$ cat config.mk
export PLATFORM = sky130hd
export DESIGN_NAME = pmod_dac_multi_spi_ctrl
export DESIGN_NICKNAME = d
export VERILOG_FILES = /design/src/rtl/pmod_dac_pkg.sv /design/src/rtl/spi_bit_timer.sv /design/src/rtl/pmod_dac_multi_spi_ctrl.sv
export SDC_FILE = /design/constraint.sdc
export NUM_CORES = 1
export LEC_CHECK = 0
export ABC_AREA = 1
export CORE_UTILIZATION = 60
export DETAILED_ROUTE_END_ITERATION = 16
export PLACE_DENSITY = 0.85
export SLEW_MARGIN = 20
export SYNTH_ARGS = -nofsm -noshare
export SYNTH_HDL_FRONTEND = slang
export SYNTH_SLANG_ARGS = --single-unit
$ cat constraint.sdc
create_clock -name clk -period 7.8 [get_ports clk]
set_input_delay 1.17 -clock clk [delete_from_list [all_inputs] [get_ports clk]]
set_output_delay 1.17 -clock clk [all_outputs]
set_load 0.005 [all_outputs]
$ cat src/rtl/pmod_dac_pkg.sv
// Shared types and helpers for the multi-channel PMOD DAC SPI write controller.
package pmod_dac_pkg;

  // Controller sequencing states.
  typedef enum logic [2:0] {
    ST_IDLE,
    ST_SETUP,
    ST_SHIFT,
    ST_HOLD,
    ST_LDAC,
    ST_DONE
  } state_t;

  // LDAC update modes, as latched from in_sync.
  localparam logic LDAC_PER_CH = 1'b0;
  localparam logic LDAC_SYNC   = 1'b1;

  // Ceiling log2, used to size counters from parameters at elaboration time.
  function automatic int clog2(input int value);
    int r;
    r = 0;
    for (int i = 0; i < 32; i++) begin
      if ((longint'(1) << i) < longint'(value)) r = i + 1;
    end
    return r;
  endfunction

endpackage

$ cat src/rtl/spi_bit_timer.sv
// Half-period divider for the SPI serial clock. Counts CLK_DIV cycles per
// half-period, toggles sclk at each terminal count and flags the cycle
// before each sclk edge so the controller can act in step with the pin.
module spi_bit_timer
  import pmod_dac_pkg::*;
#(
  parameter int CLK_DIV = 32
) (
  input  logic clk,
  input  logic rst,
  input  logic en,
  input  logic clr,
  output logic sclk,
  output logic rise,
  output logic fall,
  output logic tc
);

  localparam int CNT_W = clog2(CLK_DIV);
  localparam logic [CNT_W-1:0] CNT_LAST = CNT_W'(CLK_DIV - 1);

  logic [CNT_W-1:0] cnt_q;
  logic             sclk_q;

  // Terminal count marks the last cycle of the current half-period.
  assign tc   = (cnt_q == CNT_LAST);
  assign rise = en && !clr && tc && !sclk_q;
  assign fall = en && !clr && tc &&  sclk_q;
  assign sclk = sclk_q;

  // Half-period counter and serial clock toggle; clear forces sclk low.
  // NOTE: sequential state uses non-blocking assignments so every register
  // samples pre-edge values regardless of statement order.
  always_ff @(posedge clk) begin
    if (rst || clr) begin
      cnt_q  <= '0;
      sclk_q <= 1'b0;
    end else if (en) begin
      if (tc) begin
        cnt_q  <= '0;
        sclk_q <= ~sclk_q;
      end else begin
        cnt_q <= cnt_q + 1'b1;
      end
    end
  end

endmodule

$ cat src/rtl/pmod_dac_multi_spi_ctrl.sv
// SPI write controller for NUM_CH PMOD DACs sharing SCLK/DIN/LDAC with one
// chip select each. Accepts a sample set per handshake, shifts each enabled
// channel MSB first in mode 0, then pulses LDAC per channel or once per set.
module pmod_dac_multi_spi_ctrl
  import pmod_dac_pkg::*;
#(
  parameter int DATA_W  = 16,
  parameter int NUM_CH  = 2,
  parameter int CLK_DIV = 32
) (
  input  logic                     clk,
  input  logic                     rst,
  input  logic                     in_valid,
  output logic                     in_ready,
  input  logic [NUM_CH*DATA_W-1:0] in_data,
  input  logic [NUM_CH-1:0]        in_mask,
  input  logic                     in_sync,
  output logic                     busy,
  output logic                     done,
  output logic                     dac_sclk,
  output logic                     dac_din,
  output logic [NUM_CH-1:0]        dac_cs_n,
  output logic                     dac_ldac_n
);

  localparam int CH_W = (NUM_CH > 1) ? clog2(NUM_CH) : 1;
  localparam int BC_W = clog2(DATA_W + 1);
  localparam logic [BC_W-1:0] BC_LAST = BC_W'(DATA_W);

  state_t                          state_q, state_d;
  logic [NUM_CH-1:0][DATA_W-1:0]   in_words;
  logic [NUM_CH-1:0][DATA_W-1:0]   data_q;
  logic [NUM_CH-1:0]               rem_q, rem_d;
  logic [CH_W-1:0]                 ch_q, ch_d;
  logic                            sync_q;
  logic [DATA_W-1:0]               sreg_q;
  logic [BC_W-1:0]                 bit_cnt_q;
  logic                            load;
  logic                            accept;
  logic                            framing;
  logic                            shift_last;
  logic                            tmr_en, tmr_clr;
  logic                            sclk, rise, fall, tc;

  // Lowest-index set bit; channels go out in ascending order.
  function automatic logic [CH_W-1:0] first_ch(input logic [NUM_CH-1:0] m);
    logic [CH_W-1:0] r;
    r = '0;
    for (int i = NUM_CH - 1; i >= 0; i--) begin
      if (m[i]) r = CH_W'(i);
    end
    return r;
  endfunction

  assign in_words   = in_data;
  assign accept     = in_valid && (state_q == ST_IDLE);
  assign framing    = (state_q == ST_SETUP) || (state_q == ST_SHIFT);
  // The frame ends at the close of the low half after the DATA_W-th rise.
  assign shift_last = (state_q == ST_SHIFT) && tc && !sclk && (bit_cnt_q == BC_LAST);

  // The divider runs in every timed state. It is cleared when leaving
  // SHIFT/HOLD/LDAC so sclk is low for the next phase; the SETUP->SHIFT
  // terminal count is left to toggle sclk high, producing the first rise.
  assign tmr_en  = framing || (state_q == ST_HOLD) || (state_q == ST_LDAC);
  assign tmr_clr = !tmr_en || shift_last ||
                   (tc && ((state_q == ST_HOLD) || (state_q == ST_LDAC)));

  spi_bit_timer #(
    .CLK_DIV(CLK_DIV)
  ) u_timer (
    .clk  (clk),
    .rst  (rst),
    .en   (tmr_en),
    .clr  (tmr_clr),
    .sclk (sclk),
    .rise (rise),
    .fall (fall),
    .tc   (tc)
  );

  // Next-state, channel selection and remaining-channel bookkeeping.
  // NOTE: every variable gets a default before the case so no path leaves
  // it unassigned, which would otherwise infer a latch.
  always_comb begin
    state_d = state_q;
    ch_d    = ch_q;
    rem_d   = rem_q;
    load    = 1'b0;
    unique case (state_q)
      ST_IDLE: begin
        if (in_valid) begin
          if (in_mask == '0) begin
            state_d = ST_DONE;
          end else begin
            state_d     = ST_SETUP;
            ch_d        = first_ch(in_mask);
            rem_d       = in_mask;
            rem_d[ch_d] = 1'b0;
            load        = 1'b1;
          end
        end
      end
      ST_SETUP: begin
        if (tc) state_d = ST_SHIFT;
      end
      ST_SHIFT: begin
        if (shift_last) state_d = ST_HOLD;
      end
      ST_HOLD: begin
        if (tc) begin
          if (sync_q == LDAC_PER_CH || rem_q == '0) begin
            state_d = ST_LDAC;
          end else begin
            state_d     = ST_SETUP;
            ch_d        = first_ch(rem_q);
            rem_d[ch_d] = 1'b0;
            load        = 1'b1;
          end
        end
      end
      ST_LDAC: begin
        if (tc) begin
          if (rem_q == '0) begin
            state_d = ST_DONE;
          end else begin
            state_d     = ST_SETUP;
            ch_d        = first_ch(rem_q);
            rem_d[ch_d] = 1'b0;
            load        = 1'b1;
          end
        end
      end
      ST_DONE: state_d = ST_IDLE;
      default: state_d = ST_IDLE;
    endcase
  end

  // Control registers: state, channel pointer, remaining mask, mode, bit count.
  always_ff @(posedge clk) begin
    if (rst) begin
      state_q   <= ST_IDLE;
      ch_q      <= '0;
      rem_q     <= '0;
      sync_q    <= LDAC_PER_CH;
      bit_cnt_q <= '0;
    end else begin
      state_q <= state_d;
      ch_q    <= ch_d;
      rem_q   <= rem_d;
      if (accept) sync_q <= in_sync ? LDAC_SYNC : LDAC_PER_CH;
      if (!framing) begin
        bit_cnt_q <= '0;
      end else if (rise) begin
        bit_cnt_q <= bit_cnt_q + 1'b1;
      end
    end
  end

  // Sample latch and output shift register.
  // NOTE: these datapath registers are deliberately not reset; they are
  // always written before use and the pins are gated by state.
  always_ff @(posedge clk) begin
    if (accept) data_q <= in_words;
    if (load) begin
      sreg_q <= (state_q == ST_IDLE) ? in_words[ch_d] : data_q[ch_d];
    end else if ((state_q == ST_SHIFT) && fall) begin
      sreg_q <= {sreg_q[DATA_W-2:0], 1'b0};
    end
  end

  // Chip select decode: only the active channel is low, only while framing.
  always_comb begin
    dac_cs_n = '1;
    if (framing) dac_cs_n[ch_q] = 1'b0;
  end

  assign dac_sclk   = sclk;
  assign dac_din    = framing ? sreg_q[DATA_W-1] : 1'b0;
  assign dac_ldac_n = (state_q != ST_LDAC);
  assign in_ready   = (state_q == ST_IDLE);
  assign busy       = (state_q != ST_IDLE);
  assign done       = (state_q == ST_DONE);

endmodule
==> flow_summary.ini <==
[clocking]
clk_latency_ps = 350
cts-htree-levels = 3
cts.sink_count = 66
cts_tree = yes
clk_root_buffer_cell = sky130_fd_sc_hd__clkbuf_8
ctsLongestPathBuffers = 2
postCtsSetupBuffers = 0
tritoncts.num_buffers = 9
cts_hold_repair.buffers = 0
clkSlewWorstSetupHoldPaths_ps = 70
cts_repair_resize_count = 0

[grt]
number_of_antenna_violations_at_the_first_check_in_global_routing = 0
gr-usage-all-layers = 0.2650
grt_overflow_total = 0
pin_count_of_the_biggest_net_entering_global_routing = 34
wire_length_of_the_first_global_routing_pass_um = 12590
vias_in_the_first_global_route = 2812

[detailed_routing]
routed_via_density = 5.243
detail_route.first_pass.iterations = 5
drt-wirelength-per-cell_um = 13.29
drc_errors = 0
wl_um = 7603
dr.first_iter.drc_count = 220
via_count = 2999
antenna_violating_nets_post_route = 0

[cells_and_area]
antenna_cells = 0
sequential_cell_area_um2 = 1802
multi_input_area_um2 = 1354
layout_cells_sized_above_1 = 0.09200
area_growth_pct = 18.06
finish.net_count = 537
num-fill-cells = 423

[synth]
synth.area.top_cells = sky130_fd_sc_hd__edfxtp_1 (40%), sky130_fd_sc_hd__nand2_1 (14%), sky130_fd_sc_hd__nand3_1 (10%)
ys_ff_latch = 66
asyncSetResetFlopFracSynth = 0
yosys.area.top_type_share = 0.4010
post_synth_num_cell_types = 31
ys_seq_area_frac = 0.5012
number_of_flops_mapped_to_enable_cells_by_yosys = 48
synth_top_flop_cell = sky130_fd_sc_hd__edfxtp_1
synth_most_common_cell = sky130_fd_sc_hd__nand2_1
yosys-top-cells-count = sky130_fd_sc_hd__nand2_1 (132), sky130_fd_sc_hd__inv_1 (78), sky130_fd_sc_hd__nand3_1 (73), sky130_fd_sc_hd__edfxtp_1 (48), sky130_fd_sc_hd__nor2_1 (20)
yosys_warnings = 0
syn_area_per_cell_um2 = 7.953
synth_fp_nets = 494
synth_area_leader_cell = sky130_fd_sc_hd__edfxtp_1
syn-cell-area_um2 = 3595
synthesis.instances = 452

[sta]
setup_tns_ps = 0
finalClockSkew_ps = 10.50
setup_repair_after_global_routing_missed_its_margin = false
report.final.setup_viol = 0
hold_viol = 0
worst_slew_pin_slew_ps = 669.3
slew_headroom = 0.5533
drv_slew = 0
post-route-period-util = 0.4686
layout_min_cycle_time_ps = 3655
fmax_mhz = 273.6

[placement]
place_hpwl_um = 4986
place_congestion = 0.9864
placement.io_buffers = 45

[job]
drv_cap = 0

[die]
core_um2 = 5642
width_of_the_die_um = 79.40
fp-row-count = 27
start_util = 0.6372
die_h_um = 79.40
num_io_pins = 46
die-area_um2 = 6304

[outcome]
result_of_the_run = finished clean

[worst_setup_path]
type_of_element_capturing_the_critical_path = flip-flop
critical_path_class = in -> reg
worst-r2r-setup-slack_ps = 4400
critPathArrivalTime_ps = 3760
critical_path.max_fanout = 33
cp.required_ps = 7910
crit_path_start_kind = input port

[power]
power.ir.vdd_worst_mv = 0.2502
power.density_cell_area_nw_per_um2 = 463.3
power.static_leakage_uw = 0.001938
report.power.total_uw = 1966

[hold_path]
worst_hold_path_type = reg -> reg
==> critical path, cell delays in order <==
cell,delay (ps)
sky130_fd_sc_hd__clkdlybuf4s50_1,540
sky130_fd_sc_hd__nand2_1,70
sky130_fd_sc_hd__nand3_1,90
sky130_fd_sc_hd__nor2_1,50
sky130_fd_sc_hd__nor2_2,110
sky130_fd_sc_hd__nand3_2,530
sky130_fd_sc_hd__nand2_2,730
sky130_fd_sc_hd__nand2_1,130
sky130_fd_sc_hd__nand3_1,110
sky130_fd_sc_hd__nand2_1,60
sky130_fd_sc_hd__nand2_1,80
sky130_fd_sc_hd__nand2_1,50
==> routing by layer <==
layer,global-route usage,wire (um),part of all wire
met3,0.04457,406,0.053
met4,0.1182,132,0.017
met5,0,0,0
met2,0.4405,3750,0.49
met1,0.3391,3314,0.44
==> cells by family after synthesis <==
logic type,Yosys count,synth area share
and+or+nand+nor,245,0.3094
xor gates and xnor gates,3,0.007311
AOI/OAI and AO/OA,28,0.04386
buffers and inverters,106,0.1243
adders and majority gates,4,0.01392
DFF,66,0.5012
==> flip-flops by register name, summed over array words and instances (netlist names) <==
signal         count
bit_cnt_q          5
u_timer.sclk       1
state_q            3
sync_q             1
u_timer.cnt_q      5
data_q            32
rem_q              2
ch_q               1
sreg_q            16
==> worst paths after layout <==
kind	startpoint	end	cells after the start
hold reg to reg	u_timer.cnt_q[4]	u_timer.cnt_q[4]	2
hold / removal	u_timer.cnt_q[4]	u_timer.cnt_q[4]	2
setup / recovery	in_valid	sreg_q[15]	12
setup reg to reg	u_timer.cnt_q[0]	sreg_q[15]	15
==> cell type report <==
type                       instances  share of cell area
sequential                        66              0.4245
multi-input combinational        280              0.3190
timing repair buffer              48              0.1114
inverter                          90             0.08019
clock buffer                      10             0.03007
tap                               72             0.02123
clock inverter                     6             0.01356
==> per-stage QoR <==
stage                     hold WS, ps  worst slack, ps  instance area (um^2)  std cells  utilization
after global routing            502.3             3954                  4244        572       0.7523
after global placement          452.2             3979                  4059        556       0.7195
final                           475.7             4145                  4244        572       0.7523
after CTS                       478.5             4185                  4244        572       0.7523
after detailed placement        464.1             3865                  4059        556       0.7195
after floorplan                 441.8             4783                  3595        452            -
==> where the power goes <==
| group | internal (uW) | total (uW) | leakage (uW) | switching (uW) |
|---|---|---|---|---|
| Combinational | 344 | 1110 | 0.00125 | 763 |
| Sequential | 543 | 586 | 0.000598 | 43.1 |
| Clock | 145 | 273 | 0.0000874 | 128 |
| Total | 1030 | 1970 | 0.00194 | 934 |
==> cells in the final DEF (no fill, tap or decap), types with 3 or more instances in the layout <==
| master | synthesis | final |
|---|---|---|
| sky130_fd_sc_hd__nand2_1 | 132 | 132 |
| sky130_fd_sc_hd__inv_1 | 78 | 78 |
| sky130_fd_sc_hd__nand3_1 | 73 | 73 |
| sky130_fd_sc_hd__edfxtp_1 | 48 | 48 |
| sky130_fd_sc_hd__clkdlybuf4s50_1 | 0 | 45 |
| sky130_fd_sc_hd__nor2_1 | 20 | 19 |
| sky130_fd_sc_hd__dfxtp_1 | 18 | 18 |
| sky130_fd_sc_hd__a21oi_1 | 14 | 14 |
| sky130_fd_sc_hd__inv_2 | 11 | 11 |
| sky130_fd_sc_hd__clkbuf_8 | 0 | 9 |
| sky130_fd_sc_hd__o21ai_0 | 8 | 8 |
| sky130_fd_sc_hd__nand2_2 | 4 | 4 |
| sky130_fd_sc_hd__ha_1 | 4 | 4 |
| sky130_fd_sc_hd__nor2_2 | 2 | 3 |
| sky130_fd_sc_hd__nand3_2 | 3 | 3 |
| sky130_fd_sc_hd__nor3_1 | 3 | 3 |
| sky130_fd_sc_hd__buf_4 | 0 | 3 |
Power figures use the tool's default switching activity.
